<file path="src/rtl/seqdet_ctrl_pkg.sv">
// Shared types and default widths for the sequence-detector frame controller.
package seqdet_ctrl_pkg;

    localparam int W_DEF     = 8;
    localparam int CNT_W_DEF = 4;

    typedef enum logic [1:0] {
        IDLE,
        CLEAR,
        SHIFT,
        DONE
    } state_t;

endpackage

</file>
<file path="src/rtl/seqdet_piso.sv">
// Parallel-in serial-out shift register, MSB first, with a bit counter
// whose last flag marks the final bit of the frame.
import seqdet_ctrl_pkg::*;

module seqdet_piso #(
    parameter int W = W_DEF
) (
    input  logic         clk,
    input  logic         clr,
    input  logic         load,
    input  logic         shift,
    input  logic [W-1:0] data,
    output logic         sout,
    output logic         last
);

    localparam int BW = (W > 1) ? $clog2(W) : 1;

    logic [W-1:0]  r_shreg;
    logic [BW-1:0] r_bitcnt;

    always_ff @(posedge clk) begin
        if (clr) begin
            r_shreg  <= '0;
            r_bitcnt <= '0;
        end else if (load) begin
            r_shreg  <= data;
            r_bitcnt <= '0;
        end else if (shift) begin
            r_shreg  <= r_shreg << 1;
            r_bitcnt <= r_bitcnt + BW'(1);
        end
    end

    assign sout = r_shreg[W-1];
    assign last = (r_bitcnt == BW'(W - 1));

endmodule

</file>
<file path="src/rtl/seqdet_frame_ctrl.sv">
// Frame controller feeding a serial Mealy sequence detector and counting hits.
// Define SEQDET_FRAME_CLEAR_EN to clear the detector before every frame.
import seqdet_ctrl_pkg::*;

module seqdet_frame_ctrl #(
    parameter int W     = W_DEF,
    parameter int CNT_W = CNT_W_DEF
) (
    input  logic             clk,
    input  logic             clr,
    input  logic             in_valid,
    input  logic [W-1:0]     in_data,
    output logic             in_ready,
    output logic             det_din,
    output logic             det_clr,
    input  logic             det_dout,
    output logic             busy,
    output logic [CNT_W-1:0] hit_cnt,
    output logic             done
);

`ifdef SEQDET_FRAME_CLEAR_EN
    localparam state_t S_FIRST = CLEAR;
`else
    localparam state_t S_FIRST = SHIFT;
`endif

    localparam logic [CNT_W-1:0] CNT_MAX = '1;

    state_t           r_state;
    state_t           w_next;
    logic [CNT_W-1:0] r_hit_cnt;
    logic             r_done;
    logic             w_load;
    logic             w_shift;
    logic             w_sout;
    logic             w_last;

    seqdet_piso #(
        .W(W)
    ) u_piso (
        .clk  (clk),
        .clr  (clr),
        .load (w_load),
        .shift(w_shift),
        .data (in_data),
        .sout (w_sout),
        .last (w_last)
    );

    always_comb begin
        w_next   = r_state;
        w_load   = 1'b0;
        w_shift  = 1'b0;
        in_ready = 1'b0;
        busy     = 1'b0;
        det_din  = 1'b0;
        det_clr  = clr;
        if (!clr) begin
            busy = (r_state != IDLE);
            unique case (r_state)
                IDLE: begin
                    in_ready = 1'b1;
                    if (in_valid) begin
                        w_load = 1'b1;
                        w_next = S_FIRST;
                    end
                end
`ifdef SEQDET_FRAME_CLEAR_EN
                CLEAR: begin
                    det_clr = 1'b1;
                    w_next  = SHIFT;
                end
`endif
                SHIFT: begin
                    det_din = w_sout;
                    w_shift = 1'b1;
                    if (w_last) w_next = DONE;
                end
                DONE:    w_next = IDLE;
                default: w_next = IDLE;
            endcase
        end
    end

    // Counter saturates; it holds its final value until the next accept.
    always_ff @(posedge clk) begin
        if (clr) begin
            r_state   <= IDLE;
            r_hit_cnt <= '0;
            r_done    <= 1'b0;
        end else begin
            r_state <= w_next;
            r_done  <= (w_next == DONE);
            if (w_load)
                r_hit_cnt <= '0;
            else if (w_shift && det_dout && r_hit_cnt != CNT_MAX)
                r_hit_cnt <= r_hit_cnt + CNT_W'(1);
        end
    end

    assign hit_cnt = r_hit_cnt;
    assign done    = r_done;

endmodule
</file>
<file path="config.mk">
export PLATFORM = sky130hd
export DESIGN_NAME = seqdet_frame_ctrl
export DESIGN_NICKNAME = d
export VERILOG_FILES = /design/src/rtl/seqdet_ctrl_pkg.sv /design/src/rtl/seqdet_piso.sv /design/src/rtl/seqdet_frame_ctrl.sv
export SDC_FILE = /design/constraint.sdc
export NUM_CORES = 1
export LEC_CHECK = 0
export CELL_PAD_IN_SITES_DETAIL_PLACEMENT = 0
export CELL_PAD_IN_SITES_GLOBAL_PLACEMENT = 1
export CORE_UTILIZATION = 35
export CTS_CLUSTER_DIAMETER = 50
export DETAILED_ROUTE_END_ITERATION = 16
export PLACE_DENSITY_LB_ADDON = 0.1
export SLEW_MARGIN = 0
export SYNTH_ARGS = -nofsm -noshare
export SYNTH_HDL_FRONTEND = slang
export SYNTH_SLANG_ARGS = --single-unit
</file>
<file path="constraint.sdc">
create_clock -name clk -period 1.8 [get_ports clk]
set_clock_uncertainty 0.2 [all_clocks]
set_input_delay 0.36 -clock clk [delete_from_list [all_inputs] [get_ports clk]]
set_output_delay 0.36 -clock clk [all_outputs]
set_load 0.02 [all_outputs]
</file>
# After elaboration in Yosys (flattened, before gate mapping)
# Cells that the tools add are included.
[word_totals]
rom_bits = 0
inputBits = 12
register_bits = 18
out_inout_bits = 9
memories = 0
word_cells = 33
mem_bits_rw = 0
latchBits = 0
[classes]
n_addsub = 2
magnitude_cmp = 0
n_mux = 16
n_div = 0
eq_ne = 4
reduce_logical = 6
mul = 0
n_bitwise = 0
n_shift = 0
[op_table]
columns = ["operator", "n"]
rows = [
  ["two-way mux 8 bit", 2],
  ["two-way mux 1 bit", 10],
  ["two-way mux 2 bit", 3],
  ["adder 4 x 1 -> 4 bit (second input constant)", 1],
  ["equality test 2 bit (second input constant)", 2],
  ["!= test 4 bit (second input constant)", 1],
  ["one-hot mux 2 bit (2 select lines)", 1],
  ["nonzero test 2 bit", 2],
  ["adder 3 x 1 -> 3 bit (second input constant)", 1],
  ["equality test 3 bit (second input constant)", 1],
  ["logical AND 1 bit", 2],
  ["zero test 2 bit", 1],
  ["OR reduction 2 bit", 1],
]

# Depth between registers and ports, before layout
# Gate-level depths: netlist of run 1.
[logic_depth]
word_depth = 5
depth_mapped = 5
mapped_depth_nobuf = 4

# Modules after synthesis
# From an unflattened synthesis of run 1, not the netlist that was laid out.
[unflattened]
hier_cells = 84
hier_area_um2 = 839.6
[by_module_without_submodules]
columns = ["module", "n_inst", "seq_area_each_um2", "area_each_um2", "cells_each"]
rows = [
  ["seqdet_piso", 1, 220.2, 496.7, 47],
  ["seqdet_frame_ctrl", 1, 140.1, 342.8, 37],
]

# Worst setup path before layout of run 1
# OpenSTA, ideal clock, no wires.
[synth_path]
path_type = "input to output"
from = "in clr"
to = "out in_ready"
setup_slack_ps = 112
cell_stages = 3
n_path_buf = 2
required_time_ps = 1240
arrival_ps = 1128
path_cell_list = "buf_6 clkbuf_1 nor3_1"
[synth_between]
elab_chain_cells = 1
[synth_lines]
columns = ["element", "line_no", "text"]
rows = [
  ["start, declared", "seqdet_frame_ctrl.sv:10", "input logic clr,"],
  ["two-way mux 1 bit", "seqdet_frame_ctrl.sv:59", "if (!clr) begin"],
  ["end, declared", "seqdet_frame_ctrl.sv:13", "output logic in_ready,"],
]
# No other way between the ends.

# Worst setup path in the final report of run 1
# Ends and elaborated chain as after synthesis.

==> results of run 1 <==
## Yosys cell counts
master    instances
a22oi_1           5
nand2b_1          2
dfxtp_1          18
o32ai_1           7
a221o_1           1
inv_1             7
nand3_1           3
xnor2_1           1
and3b_1           2
or2_1             1
nor2b_1           1
buf_4             1
nor2_1            6
and2_1            3
clkbuf_1          2
and4b_1           1
a21oi_1           5
nor3_1            2
nand2_2           1
o21ai_0           2
mux2_4            1
nor2_4            1
mux2i_1           2
ha_1              3
buf_2             1
nor3b_2           1
a41oi_1           1
and4bb_2          1
a211oi_2          1
a21o_1            1
buf_6             1
nor3b_4           1
## per-stage QoR
step	std cells	setup TNS, ns	power, mW	hold slack (ns)
final	145	0	0.811	0.286
after floorplan	86	0	0.510	0.250
after CTS	145	0	0.825	0.287
after global routing	145	0	0.859	0.310
after detailed placement	141	-6.21	0.577	0.271
after global placement	141	-5.99	0.575	0.264
## flip-flops by register name (all words and copies together), names as in the netlist
name             count
u_piso.r_shreg       8
u_piso.r_bitcnt      3
r_state              2
hit_cnt              4
done                 1
## routing by layer
metal / up-vias / track usage, % / share of wire [%]
met1: 330 / 20.3 / 51
met2: 15 / 23.0 / 43
li1: 378 / - / -
met5: - / 0 / 0
met4: 0 / 8.11 / 0.64
met3: 2 / 3.27 / 5.6
## cell families after synthesis
| group | after synthesis | share of synthesized area, % |
|---|---|---|
| adders and majority gates | 3 | 4.41 |
| xor gates and xnor gates | 1 | 1.03 |
| AOI/OAI and AO/OA | 23 | 20.3 |
| and+or+nand+nor | 26 | 21.1 |
| DFF | 18 | 42.3 |
| muxes | 3 | 4.11 |
| buffers and inverters | 12 | 6.76 |
## worst max-delay path: stages
cell	delay, ns
dlygate4sd2_1	0.28
buf_4	0.17
nor3_1	0.17
buf_2	0.20
## power breakdown
part	switching [mW]	internal, mW	total, mW	leakage [nW]
clock	0.125	0.123	0.249	0.0210
sequential	0.0106	0.417	0.428	0.147
combinational	0.0623	0.0726	0.135	0.335
## final timing paths
kind                                  start                             end  slack, ns  cells past startpoint
max                                     clr                        in_ready       0.06                      4
min          u_piso.r_shreg[2]$_SDFFE_PP0P_  u_piso.r_shreg[2]$_SDFFE_PP0P_       0.29                      2
max reg2reg           r_state[1]$_SDFF_PP0_         hit_cnt[1]$_SDFFE_PP0P_       0.22                      5
min reg2reg  u_piso.r_shreg[2]$_SDFFE_PP0P_  u_piso.r_shreg[2]$_SDFFE_PP0P_       0.29                      2
## placed cells by master, fill, tap and decap left out
master / synthesis / layout
dfxtp_1: 18 / 17
buf_4: 1 / 12
clkdlybuf4s50_1: 0 / 10
inv_1: 7 / 7
o32ai_1: 7 / 7
dlygate4sd2_1: 0 / 6
nor2_1: 6 / 5
a22oi_1: 5 / 5
a21oi_1: 5 / 5
and2_1: 3 / 3
nand3_1: 3 / 3
ha_1: 3 / 3
clkbuf_4: 0 / 3
nor3_1: 2 / 2
and3b_1: 2 / 2
o21ai_0: 2 / 2
mux2i_1: 2 / 2
nand2b_1: 2 / 2
buf_2: 1 / 2
nor2_2: 0 / 1
nor3b_4: 1 / 1
a21o_1: 1 / 1
xnor2_1: 1 / 1
or2_1: 1 / 1
nor2_4: 1 / 1
nor2b_1: 1 / 1
and4bb_2: 1 / 1
and4b_1: 1 / 1
nor3b_2: 1 / 1
a41oi_1: 1 / 1
a211oi_2: 1 / 1
nand2_2: 1 / 1
mux2_4: 1 / 1
a221o_1: 1 / 1
clkbuf_8: 0 / 1
clkdlybuf4s15_2: 0 / 1
dlymetal6s2s_1: 0 / 1
dfxtp_2: 0 / 1
## layout make-up
cell class	count	area, um2
Timing Repair Buffer	32	277
Clock buffer	4	36.3
Tap cell	28	35.0
Fill cell	232	1080
Multi-Input combinational cell	56	437
Inverter	7	26.3
Sequential cell	18	362
==> impl_results.md, run 1 <==
- LEAKAGE: about 0.50 nW
- Number of global-route vias before repair: around 680
- Max-slew headroom: around 85%
- Seq/Total Area, Yosys: between 40% and 50%
- CTS tree: built
- Critical Path AT: approximately 1.2 ns
- DPL Wire Length: between 1000 and 1500 um
- Hold crit path type: reg2reg
- Crit Path Max Fanout: 7
- CTS H-Tree Depth: 1
- Number of port buffers: 20
- Antenna cells: 0
- DP Worst Slack: -0.619 ns
- Cell count after synthesis: between 80 and 90
- CTS Buf Count: 3
- Critical path start-end classification: in2out
- DR WL/cell: about 12 um
- RSZ-0062 raised after global routing: false
- Setup bufs post-CTS: 0
- Core box area: between 0.002 and 0.0025 mm2
- Post-route ant nets: 0
- Share of layout cells above drive strength 1: about a quarter
- Power density over the cells: just under 700 mW/mm2
- Final WS setup: 0.0586 ns
- Maxcap violations: 0
- 1st-pass router iterations: 3
- Placed standard-cell area: approximately 0.0011 mm2
- Mapped Area: around 850 um2
- Critical Path Source Type: input pin
- Clock Tree Buf Depth: 2
- GRT Util Overall: 15.3%
- Die width: between 50 and 60 um
- Via Count: approximately 730
- IO Pins: 21
- Library cells used by synthesis: 32
- Post-synth top area cell: dfxtp_1
- Final nets: approximately 130
- Synth top area share: a little over two fifths
- Clock Pin Slew Worst Setup and Hold Paths: around 0.10 ns
- Initial Utilization: between 30 and 40%
- Die span in y: between 50 and 60 um
- Clk sinks: 18
- Gpl congestion: about 0.73
- Period minus WS final: between 1.5 and 2 ns
- Row count: 17
- Clk root buf: clkbuf_4
- CTS hold repair buffers: 0
- Synthesized flop and latch total: 18
- Setup crit end kind: output pin
- Grt ovf: 0
- Max Slew Vio Count: 0
- DR DRC count: 0
- Final period util: 96.7%
- Final setup fails: 0
- Syn avg cell area: a little under 10 um2
- Final Cell Area: ~0.0012 mm2
- Top post-synthesis cells by area: dfxtp_1 42%, o32ai_1 7.2%, a22oi_1 4.4%, ha_1 4.4%, inv_1 3.1%
- Status: complete, no violations
- Worst skew pair latency: a little under 0.3 ns
- Maximum clock rate: approximately 0.57 GHz
- 1st-iter DRT viols: 8
- First-pass GRT wire length: roughly 3000 um
- Post-CTS sizing: 19
- Slew @ Worst Pin: around 0.22 ns
- Critical Path RT: about 1.2 ns
- Layout area overhead: 37.6%
- Largest net degree at the start of global routing: 11
- Number of synthesis warnings: 0
- Initial antenna violation count: 0
- Final wirelength: between 1500 and 2000 um
- Syn_nets: ~100
- Final Util: 52.0%
- Vias/cell: 5.00
- Max VDD drop: around 360 uV
- Hold Vio Cnt, Final: 0
- Die area: 0.00264 mm2
(Power assumes the default switching activity.)
==> inputs of run 2 (changes only) <==
--- a/config.mk
+++ b/config.mk
@@ -7,6 +7,7 @@
 export LEC_CHECK = 0
 export CELL_PAD_IN_SITES_DETAIL_PLACEMENT = 0
 export CELL_PAD_IN_SITES_GLOBAL_PLACEMENT = 1
+export CORE_MARGIN = 2
 export CORE_UTILIZATION = 35
 export CTS_CLUSTER_DIAMETER = 50
 export DETAILED_ROUTE_END_ITERATION = 16
@@ -14,4 +15,5 @@
 export SLEW_MARGIN = 0
 export SYNTH_ARGS = -nofsm -noshare
 export SYNTH_HDL_FRONTEND = slang
+export SYNTH_HIERARCHICAL = 1
 export SYNTH_SLANG_ARGS = --single-unit
==> run 2 against run 1 <==
Maximum frequency is 5.8% higher; synthesized cell count is 2.3% lower; synthesized area is 1.5% lower; global-route usage is 1.4 points lower; worst hold slack better by 0.012 ns.
==> impl_results.md, run 2 <==
- Maxcap violations: 0
- Initial antenna violation count: 0
- Grt ovf: 0
- Final nets: between 100 and 150
- Cell count after synthesis: 84
- Share of layout cells above drive strength 1: 23.9%
- Initial Utilization: a little under two fifths
- Die width: 53.0 um
- EDFF count, synth: 0
- Critical Path AT: between 1 and 1.5 ns
- Slew @ Worst Pin: about 0.23 ns
- Post-synth ARST share: 0%
- Clk root buf: clkbuf_4
- Final wirelength: 1680 um
- Gpl congestion: around 0.73
- Seq/Total Area, Yosys: a little over two fifths
- Post-synth top area cell: dfxtp_1
- CTS tree: built
- Setup bufs post-CTS: 0
- Number of synthesis warnings: 6
- Largest register by flop count: u_piso/r_shreg
- Placed standard-cell area: ~0.0012 mm2
- Crit Path Max Fanout: 4
- GRT Util Overall: 13.9%
- Most frequent cells in the layout: 17 x dfxtp_1, 14 x buf_4, 10 x mux2i_1, 10 x clkdlybuf4s50_1
- Post-route ant nets: 0
- Die span in y: 53.0 um
- Critical Path RT: roughly 1.2 ns
- Die area: approximately 0.0028 mm2
- WHS Path Cells: 1
- WHS Endpoint: hit_cnt[3]$_SDFFE_PP0P_
- Syn_nets: 99
- Hold Slack: ~0.30 ns
- CTS H-Tree Depth: 1
- DR DRC count: 0
- Critical path start-end classification: reg2out
- Top post-synthesis cells by area: dfxtp_1 43%, mux2i_1 12%, a211oi_1 6.3%, nor2b_1 5.2%, ha_1 4.5%
- RR Startpoint: r_state[0]$_SDFF_PP0_
- Final period util: roughly nine tenths
- Critical Path Source Type: flip-flop
- Synthesized flop and latch total: 18
- IO Pins: 21
- Vias/cell: slightly below 5
- Antenna cells: 0
- Number of port buffers: 20
- Most common cell after layout, fill and taps aside: dfxtp_1
- Via Count: around 700
- CTS hold repair buffers: 0
- LEAKAGE: approximately 0.5 nW
- Layout area overhead: 41.0%
- Synth top cells by count: 18 x dfxtp_1, 10 x mux2i_1, 7 x a211oi_1, 7 x nor2b_1, 6 x nor3_1
- Library cells used by synthesis: 30
- Hold Vio Cnt, Final: 0
- Final Cell Area: around 0.0012 mm2
- CTS Buf Count: 3
- First-pass GRT wire length: about 2800 um
- Setup TNS: 0 ns
- Maximum clock rate: about 0.6 GHz
- 1st-pass router iterations: 1
- Max reg flops: 8
- Worst Reg2Reg Path Length in Cells: 6
- Number of global-route vias before repair: between 600 and 700
- Power density over the cells: 623 mW/mm2
- Clk sinks: 18
- Setup crit end kind: output pin
- Top-count cell post-synth: dfxtp_1
- FF-to-FF End: u_piso/r_shreg[2]$_SDFFE_PP0P_
- Period minus WS final: between 1.5 and 2 ns
- Core box area: around 0.0022 mm2
- Clock Tree Buf Depth: 2
- DR WL/cell: between 10 and 15 um
- Max VDD drop: around 320 uV
- Final setup fails: 0
- Synth top area share: between 40% and 50%
- Hold path start: hit_cnt[3]$_SDFFE_PP0P_
- Max-slew headroom: 84.5%
- Max Slew Vio Count: 0
- Row count: 17
- Status: complete, no violations
- Largest net degree at the start of global routing: 16
- 1st-iter DRT viols: 0
- Syn avg cell area: between 9 and 10 um2
- RSZ-0062 raised after global routing: false
- Clock Pin Slew Worst Setup and Hold Paths: about 0.09 ns
- DPL Wire Length: about 1300 um
- Top_reg_cell synth: dfxtp_1
- Mapped Area: about 840 um2
- Worst skew pair latency: between 0.2 and 0.3 ns
- R2R setup slack: 0.23 ns
- Final Util: 53.0%
- Hold crit path type: reg2reg
-- run 2: cells by family after synthesis --
group,share of synthesized area (%)
buf+inv,4.17
flops,42.9
fa+ha+maj,4.47
simple gates,22.8
mux,11.9
compound gates,12.7
xor+xnor,1.04
-- run 2: per-layer routing --
layer | vias to the layer above | global-route usage, % | routed length [um]
met4 | 0 | 7.69 | 9
met2 | 16 | 23.3 | 770
met3 | 2 | 2.54 | 97
met1 | 306 | 16.6 | 799
met5 | - | 0 | 0
li1 | 375 | - | -
-- run 2: worst max-delay path, cell delays in order (launching register included) --
cell	delay, ns
dfxtp_1	0.32
buf_4	0.14
nor3_2	0.18
buf_4	0.17
-- run 2: cell type report --
| cell class | instances | area (um2) |
|---|---|---|
| sequential | 18 | 362 |
| timing repair buffer | 34 | 292 |
| inverter | 2 | 7.51 |
| tap | 28 | 35.0 |
| multi-input combinational | 60 | 465 |
| fill | 220 | 1050 |
| clock buffer | 3 | 22.5 |
-- run 2: how the worst max path moves through the flow --
| stage | end | startpoint | slack, ns |
|---|---|---|---|
| 6_report | in_ready | r_state[0]$_SDFF_PP0_ | 0.15 |
| 5_1_grt | u_piso/r_shreg[3]$_SDFFE_PP0P_ | r_state[0]$_SDFF_PP0_ | 0.05 |
| 4_1_cts | done | done$_SDFF_PP0_ | 0.02 |
| 3_5_place_dp | det_din | clr | -0.47 |
| 3_3_place_gp | det_din | clr | -0.47 |
| 2_1_floorplan | u_piso/r_shreg[5]$_SDFFE_PP0P_ | r_state[1]$_SDFF_PP0_ | 0.15 |
-- run 2: repair_timing --
item                                    in CTS  in global routing
gates resized for setup                     21                  2
endpoints found under the setup margin      11                  4
hold endpoints to repair                     0                  0
-- run 2: where the power goes --
part	internal, mW	switching (mW)	total (mW)
Clock	0.0777	0.111	0.189
Sequential	0.414	0.0114	0.426
Combinational	0.0721	0.0509	0.123
Total	0.564	0.174	0.738
-- run 2: per-stage QoR --
step | power (mW) | setup WS (ns) | cells
finish | 0.738 | 0.154 | 145
global route | 0.784 | 0.0461 | 145
CTS | 0.753 | 0.0194 | 145
detailed placement | 0.558 | -0.470 | 142
global placement | 0.557 | -0.471 | 142
floorplan | 0.493 | 0.150 | 84
